===== src/rtl/pipe_ctrl_pkg.sv =====
// Shared types and constants for the pipeline hazard controller.
package pipe_ctrl_pkg;

  localparam int REG_W = 5;
  localparam logic [REG_W-1:0] ZERO_REG = '0;

  typedef enum logic [1:0] {
    INIT    = 2'd0,
    RUN     = 2'd1,
    MEMWAIT = 2'd2,
    ERR     = 2'd3
  } state_e;

endpackage


===== src/rtl/pipe_ctrl_hazard_detect.sv =====
// Load-use comparator: a load in ID/EX feeds a source
// register read by the instruction in IF/ID.
module hazard_detect
  import pipe_ctrl_pkg::*;
(
  input  logic             memR_i,
  input  logic [REG_W-1:0] gprDes_i,
  input  logic [REG_W-1:0] rs_i,
  input  logic [REG_W-1:0] rt_i,
  input  logic             useRt_i,
  output logic             luse_o
);

  logic hit_rs, hit_rt;

  assign hit_rs = (gprDes_i == rs_i);
  assign hit_rt = useRt_i & (gprDes_i == rt_i);
  assign luse_o = memR_i & (gprDes_i != ZERO_REG)
                & (hit_rs | hit_rt);

endmodule


===== src/rtl/pipe_ctrl.sv =====
// Hazard/sequencing controller for the 5-stage pipeline.
// Optional perf counters: define PIPE_CTRL_PERF_EN.
module pipe_ctrl
  import pipe_ctrl_pkg::*;
#(
  parameter int MEM_TIMEOUT = 16,
  parameter int TO_W        = 5
) (
  input  logic             clk,
  input  logic             rst,
  input  logic             idex_memR,
  input  logic [REG_W-1:0] idex_gprDes,
  input  logic [REG_W-1:0] ifid_rs,
  input  logic [REG_W-1:0] ifid_rt,
  input  logic             ifid_useRt,
  input  logic             exmem_pcSel,
  input  logic             exmem_memAcc,
  input  logic             dmem_ready,
  output logic             pc_write,
  output logic             ifid_write,
  output logic             idex_write,
  output logic             exmem_write,
  output logic             memwb_write,
  output logic             ifid_flush,
  output logic             idex_flush,
  output logic             exmem_flush,
  output logic             memwb_flush,
  output logic             mem_err,
  output logic [31:0]      stall_cnt,
  output logic [31:0]      flush_cnt
);

  state_e state_q, state_d;
  logic [TO_W-1:0] cnt_q, cnt_d;
  logic mem_err_q;
  logic luse, mwait, last_wait;

  hazard_detect u_hd (
    .memR_i   (idex_memR),
    .gprDes_i (idex_gprDes),
    .rs_i     (ifid_rs),
    .rt_i     (ifid_rt),
    .useRt_i  (ifid_useRt),
    .luse_o   (luse)
  );

  assign mwait     = exmem_memAcc & ~dmem_ready;
  assign last_wait = (cnt_q == TO_W'(MEM_TIMEOUT - 1));
  assign mem_err   = mem_err_q;

  always_ff @(posedge clk or negedge rst) begin
    if (!rst) begin
      state_q   <= INIT;
      cnt_q     <= '0;
      mem_err_q <= 1'b0;
    end else begin
      state_q   <= state_d;
      cnt_q     <= cnt_d;
      mem_err_q <= (state_d == ERR);
    end
  end

  always_comb begin
    state_d     = state_q;
    cnt_d       = cnt_q;
    pc_write    = 1'b1;
    ifid_write  = 1'b1;
    idex_write  = 1'b1;
    exmem_write = 1'b1;
    memwb_write = 1'b1;
    ifid_flush  = 1'b0;
    idex_flush  = 1'b0;
    exmem_flush = 1'b0;
    memwb_flush = 1'b0;
    unique case (state_q)
      INIT: begin
        {pc_write, ifid_write, idex_write} = 3'b000;
        {exmem_write, memwb_write} = 2'b00;
        {ifid_flush, idex_flush} = 2'b11;
        {exmem_flush, memwb_flush} = 2'b11;
        state_d = RUN;
      end
      RUN: begin
        if (mwait) begin
          {pc_write, ifid_write} = 2'b00;
          {idex_write, exmem_write} = 2'b00;
          memwb_flush = 1'b1;
          cnt_d       = TO_W'(1);
          state_d     = MEMWAIT;
        end else if (exmem_pcSel) begin
          ifid_flush  = 1'b1;
          idex_flush  = 1'b1;
          exmem_flush = 1'b1;
        end else if (luse) begin
          pc_write   = 1'b0;
          ifid_write = 1'b0;
          idex_flush = 1'b1;
        end
      end
      MEMWAIT: begin
        if (dmem_ready) begin
          state_d = RUN;
          if (exmem_pcSel) begin
            ifid_flush  = 1'b1;
            idex_flush  = 1'b1;
            exmem_flush = 1'b1;
          end
        end else begin
          {pc_write, ifid_write} = 2'b00;
          {idex_write, exmem_write} = 2'b00;
          memwb_flush = 1'b1;
          cnt_d       = cnt_q + 1'b1;
          if (last_wait) state_d = ERR;
        end
      end
      ERR: begin
        {pc_write, ifid_write, idex_write} = 3'b000;
        {exmem_write, memwb_write} = 2'b00;
        memwb_flush = 1'b1;
      end
      default: state_d = INIT;
    endcase
  end

`ifdef PIPE_CTRL_PERF_EN
  logic [31:0] stall_q, flush_q;
  logic        active;

  // INIT and ERR cycles are not pipeline activity.
  assign active = (state_q == RUN) | (state_q == MEMWAIT);

  always_ff @(posedge clk or negedge rst) begin
    if (!rst) begin
      stall_q <= '0;
      flush_q <= '0;
    end else begin
      stall_q <= stall_q + 32'(active & ~pc_write);
      flush_q <= flush_q + 32'(active & ifid_flush);
    end
  end

  assign stall_cnt = stall_q;
  assign flush_cnt = flush_q;
`else
  assign stall_cnt = '0;
  assign flush_cnt = '0;
`endif

endmodule

===== config.mk =====
export PLATFORM = sky130hd
export DESIGN_NAME = pipe_ctrl
export DESIGN_NICKNAME = d
export VERILOG_FILES = /design/src/rtl/pipe_ctrl_pkg.sv /design/src/rtl/pipe_ctrl_hazard_detect.sv /design/src/rtl/pipe_ctrl.sv
export SDC_FILE = /design/constraint.sdc
export NUM_CORES = 1
export LEC_CHECK = 0
export CAP_MARGIN = 30
export CORE_ASPECT_RATIO = 1.75
export CORE_UTILIZATION = 34
export DETAILED_ROUTE_END_ITERATION = 16
export HOLD_SLACK_MARGIN = 0.06
export PLACE_DENSITY = 0.82
export SLEW_MARGIN = 30
export SYNTH_ARGS = -nofsm -noshare
export SYNTH_HDL_FRONTEND = slang
export SYNTH_HIERARCHICAL = 1
export SYNTH_SLANG_ARGS = --single-unit

===== constraint.sdc =====
create_clock -name clk -period 2.62 [get_ports clk]
set_clock_uncertainty 0.1 [all_clocks]
set_input_delay 0.524 -clock clk [delete_from_list [all_inputs] [get_ports clk]]
set_output_delay 0.524 -clock clk [all_outputs]
set_load 0.1 [all_outputs]

==> results of run 1 <==
==> layer usage <==
metal / vias to the layer above / track usage
li1: 453 / -
met1: 426 / 0.1223
met2: 70 / 0.2689
met3: 4 / 0.01099
met4: 0 / 0.06667
met5: - / 0
==> worst paths after layout <==
kind / start / depth (start not counted) / slack (ns) / end
hold reg to reg: cnt_q[4] / 1 / 0.39 / cnt_q[4]
hold / removal: cnt_q[4] / 1 / 0.39 / cnt_q[4]
min in group asynchronous: rst / 1 / 0.47 / cnt_q[2]
max in group asynchronous: rst / 1 / 1.69 / cnt_q[4]
setup reg to reg: state_q[1] / 6 / 0.54 / cnt_q[2]
setup / recovery: idex_gprDes[0] / 9 / -0.21 / pc_write
==> layout by cell type (no fill, tap or decap), types with 3 or more instances in the layout <==
master / Yosys / layout
conb_1: 1 / 64
nor2_1: 6 / 3
buf_6: 1 / 4
clkdlybuf4s50_1: 0 / 9
clkbuf_8: 0 / 3
xor2_1: 7 / 6
inv_1: 7 / 7
nand3_1: 4 / 4
xnor2_1: 3 / 3
dlygate4sd2_1: 0 / 6
or3_1: 3 / 3
buf_4: 68 / 15
ha_1: 6 / 6
buf_12: 0 / 8
dfrtp_1: 8 / 8
==> final cells by class <==
cell class | instances | area (sq um)
tap | 45 | 56.30
multi-input combinational | 128 | 828.3
inverter | 7 | 26.28
sequential | 8 | 200.2
timing repair buffer | 45 | 480.5
fill | 361 | 1800
clock buffer | 3 | 41.29
==> stage by stage <==
stage	setup slack [ns]	cell area, sq um
after floorplan	-0.5449	1565
after global placement	-0.4175	1554
after detailed placement	-0.4428	1554
after CTS	-0.2621	1627
after global routing	-0.2854	1633
final	-0.2058	1633
==> what timing repair did <==
action                                  4_1_cts  5_1_grt
setup buffers                                 2        0
endpoints found under the setup margin        5        8
gates resized for setup                      37        1
pin swaps                                    16        5
==> cell usage after synthesis (2+ instances only) <==
master    number
xnor2_1        3
xor2_1         7
nor3_1         2
nand2_1        2
or3_1          3
buf_4         68
o21ai_0        3
nand3_1        4
nand2b_1       2
inv_1          7
a21oi_1        2
dfrtp_1        8
ha_1           6
nor3b_1        2
o41ai_1        2
a221o_1        2
nor2_1         6
a32o_1         2
o31ai_1        2
==> critical path, cell delays in order <==
cell	delay (ns)
buf_6	0.09
or4_4	0.52
o21ai_2	0.13
a21oi_2	0.05
buf_4	0.13
nor2b_4	0.12
or2b_1	0.25
o2bb2ai_4	0.19
buf_12	0.20
==> cell families (layout without fill, tap and decap cells) <==
logic type                 Yosys count  in the layout
AOI/OAI and AO/OA                   18             18
xor gates and xnor gates            10             10
adders and majority gates            6              6
buffers and inverters               77             55
DFF                                  8              8
muxes                                1              1
other                                1             64
and+or+nand+nor                     29             29
==> sequential cells by signal (all words and copies together), names as in the netlist <==
register  count
state_q       2
cnt_q         5
mem_err       1
==> impl_metrics.tcl, run 1 <==
set metrics [dict create \
    io_buffers 31 \
    ioPinCount 96 \
    hold_violations 0 \
    async_reset_ff_frac 1.000 \
    cts_tree "built" \
    htreeDepth 1 \
    path_max_fanout 2 \
    drtPass1Iterations 4 \
    fmax_mhz 353.9 \
    violations "negative setup slack" \
    cts_buffers 3 \
    cts.path.max_buffers 2 \
    met3WireLength_microns 190 \
    cp-end-kind "output pin" \
    maxSlewViolCount 0 \
    setup_ws_ns -0.2058 \
    die_w_microns 47.70 \
    clockRootBuffer "clkbuf_8" \
    setup_viol 5 \
    synth_edf_count 0 \
    worstPathRequired_ns 2.00 \
    grt_overflow_total 0 \
    grt_pass1_wl_microns 3774 \
    synth_seq_area_share 0.1611 \
    synth_flop_cell "dfrtp_1" \
    utilization 0.4756 \
    dpl.cell_count 231 \
    finalCriticalPeriod_ns 2.826 \
    hold_ws_ns 0.3895 \
    ys_ff_latch 8 \
    yosysWarnings 6 \
    layout-drive-gt1-share 0.2565 \
    netlist_area_sq_mm 0.001242 \
    vias 953 \
    synth.area.mux_share 0.008056 \
    stdcell_count 236 \
    die_area_sq_mm 0.003910 \
    outcome "finished, violations left" \
    grt_max_degree 9 \
    start_kind "input port" \
    hp-class "flip-flop to flip-flop" \
    routabilityCongestion 0.7526 \
    grt_pass1_vias 910 \
    wl_met2_microns 1412 \
    wl_microns 2317 \
    grt_util_all_layers 0.1352 \
    routed.top_layer "met4" \
    start_util 0.3619 \
    synthAdderAreaFrac 0.06042 \
    rsz0062_at_grt "true" \
    wl_per_cell_microns 9.818 \
    drtIter0Drc 7 \
    vias_per_cell 4.038 \
    crit_type "input port to output pin" \
    yosys.area.top_type "buf_4" \
    clkLatencyLatePin_ns 0.23 \
    nets 221 \
    holdBufCountCts 0 \
    syn_avg_cell_area_sq_um 8.283 \
    post-route-period-util 1.079 \
    synth_xor_area_frac 0.07049 \
    fp.dieH_microns 81.97 \
    synth_compound_area_frac 0.1098 \
    clock_sinks 8 \
    antenna_cells 0 \
    synth_top_cell_area_share 0.4109 \
    cts.clk_slew.worst_paths_ns 0.04 \
    antenna_found_initial 0 \
    yosys-top-cells-area "buf_4, dfrtp_1, ha_1" \
    synth_top_family_by_area "buffers and inverters" \
    drc 0 \
    drt-met1-wl_microns 678 \
    cap_violations 0 \
    netlist_instances 150 \
    synth_cell_types 36 \
    arrival_ns 2.20 \
    syn_to_final_growth_pct 31.42 \
    synthSimpleGateAreaFrac 0.1420 \
    ant_nets 0 \
    hpwl_microns 2067 \
    core_sq_mm 0.003433 \
    rows 28 \
    tns_ns -0.5271 \
]
Power of run 1 is not shown: default switching activity piles up to over one toggle a cycle in this logic, so the estimate is an artifact.
==> run 2: changes to the inputs <==
Settings changed: CTS_CLUSTER_DIAMETER set to 50, SLEW_MARGIN 30 to 25.
==> results of run 2 <==
Same layout as run 1: the final DEF is identical, and so are final timing and power.
Power of run 2 is left out for the same reason.
==> run 3: changes to the inputs <==
Settings changed: CORE_ASPECT_RATIO 1.75 to not set, CORE_UTILIZATION 34 to 63, DONT_BUFFER_PORTS set to 1.
==> impl_metrics.tcl, run 3 (synthesis results as in run 1) <==
set metrics [dict create \
    outcome "finished, violations left" \
    violations "negative setup slack" \
    rsz0062_at_grt "true" \
    startpoint "idex_gprDes[3]" \
    drc 0 \
    stdcell_area_sq_mm 0.001325 \
    worstReg2RegEnd "cnt_q[3]" \
    placed_area_sq_mm 0.001229 \
    critPathCapture "pc_write" \
    ff2ff_path_depth 6 \
    wl_microns 1985 \
    grt_util_all_layers 0.1874 \
    clkLatencyLatePin_ns 0.25 \
    drtPass1Iterations 4 \
    die_area_sq_mm 0.002154 \
    path_max_fanout 3 \
    cp.buffers_inverters 1 \
    ant_nets 0 \
    start_kind "input port" \
    drtIter0Drc 6 \
    hold_violations 0 \
    cap_violations 0 \
    worst_slew_pin_slew_ns 0.8580 \
    grt_max_degree 9 \
    ioPinCount 96 \
    largest_register_ffs 5 \
    rows 15 \
    hpwl_microns 1688 \
    arrival_ns 2.02 \
    layout_common_cells "conb_1, dfrtp_1, inv_1" \
    cpMaxStageDelayCell "or4_4" \
    clockRootBuffer "clkbuf_4" \
    vias 842 \
    hold_depth 2 \
    hp-class "input port to flip-flop" \
    antenna_cells 0 \
    r2r-start "state_q[1]" \
    antenna_found_initial 0 \
    grt_overflow_total 0 \
    crit_type "input port to output pin" \
    fmax_mhz 378.0 \
    cts_buffers 3 \
    syn_to_final_growth_pct 6.646 \
    grt_pass1_wl_microns 2884 \
    die_w_microns 46.41 \
    routabilityCongestion 0.7601 \
    nets 190 \
    start_util 0.6968 \
    tns_ns -0.05071 \
    grt_pass1_vias 706 \
    r2r_slack_ns 0.70 \
    slowest_delay_ns 0.51 \
    setup_viol 2 \
    top_register "cnt_q" \
    worstPathRequired_ns 2.00 \
    crit_chain "or4_4 -> o21ai_2 -> a21oi_2 -> nor2b_4 -> or2b_1 -> o2bb2ai_4 -> buf_12" \
    cts.path.max_buffers 2 \
    finalCriticalPeriod_ns 2.646 \
    io_buffers 0 \
    final_common_cell "conb_1" \
    maxSlewViolCount 0 \
    wl_per_cell_microns 10.73 \
    fp.dieH_microns 46.41 \
    fillers 134 \
    cp-end-kind "output pin" \
    vias_per_cell 4.551 \
    crit_family "simple AND/OR/NAND/NOR gates" \
    layout-drive-gt1-share 0.2125 \
    clock_sinks 8 \
    setup_ws_ns -0.02562 \
    core_sq_mm 0.001783 \
    cts.clk_slew.worst_paths_ns 0.05 \
    max-slew-margin-rel 0.4284 \
    cp.depth 7 \
    cts_tree "built" \
    post-route-period-util 1.010 \
    htreeDepth 1 \
]
run 3: worst min-delay path by stage:
| stage | start | to | slack [ns] |
|---|---|---|---|
| after detailed placement | rst | state_q[0] | 0.13 |
| after floorplan | rst | cnt_q[0] | 0.13 |
| after CTS | dmem_ready | cnt_q[0] | 0.33 |
| after global placement | rst | state_q[0] | 0.13 |
| after global routing | dmem_ready | cnt_q[0] | 0.33 |
| final | dmem_ready | cnt_q[0] | 0.33 |
run 3: area by class of cell:
class,instances,area (sq um),area share
multi-input combinational,128,842.1,0.6355
clock buffer,3,22.52,0.01700
tap,25,31.28,0.02361
timing repair buffer,14,202.7,0.1530
inverter,7,26.28,0.01983
sequential,8,200.2,0.1511
run 3: what timing repair did:
| action | CTS | global route |
|---|---|---|
| hold endpoints to repair | 8 | 0 |
| gates resized for setup | 1 | 9 |
| hold buffers | 1 | 0 |
| endpoints found under the setup margin | 5 | 5 |
| pin swaps | 1 | 10 |
| setup buffers | 1 | 3 |
run 3: per-layer routing:
metal	GRT usage	vias to the layer above	share of wire	wire length, microns
met2	0.3194	60	0.55	1084
met5	0	-	0	0
li1	-	388	-	-
met4	0.01176	0	0	0
met3	0.09412	0	0.11	219
met1	0.2175	394	0.34	680
run 3: per-stage QoR:
step           worst slack [ns]    util  cells  hold slack (ns)
4_1_cts              -0.0009397  0.7130    183           0.3327
6_report               -0.02562  0.7432    185           0.3306
5_1_grt                -0.07781  0.7432    185           0.3309
2_1_floorplan           -0.5449       -    213           0.1284
3_3_place_gp            0.01606  0.6891    178           0.1286
3_5_place_dp          -0.008930  0.6891    178           0.1286
run 3: worst reg2reg max path, cell delays in order, from the launching register on:
cell and delay [ns]:
dfrtp_1 0.41, inv_1 0.10, ha_1 0.17, buf_4 0.17
nor2_2 0.08, or3_4 0.42, a221o_1 0.36
Power of run 3 is left out for the same reason.
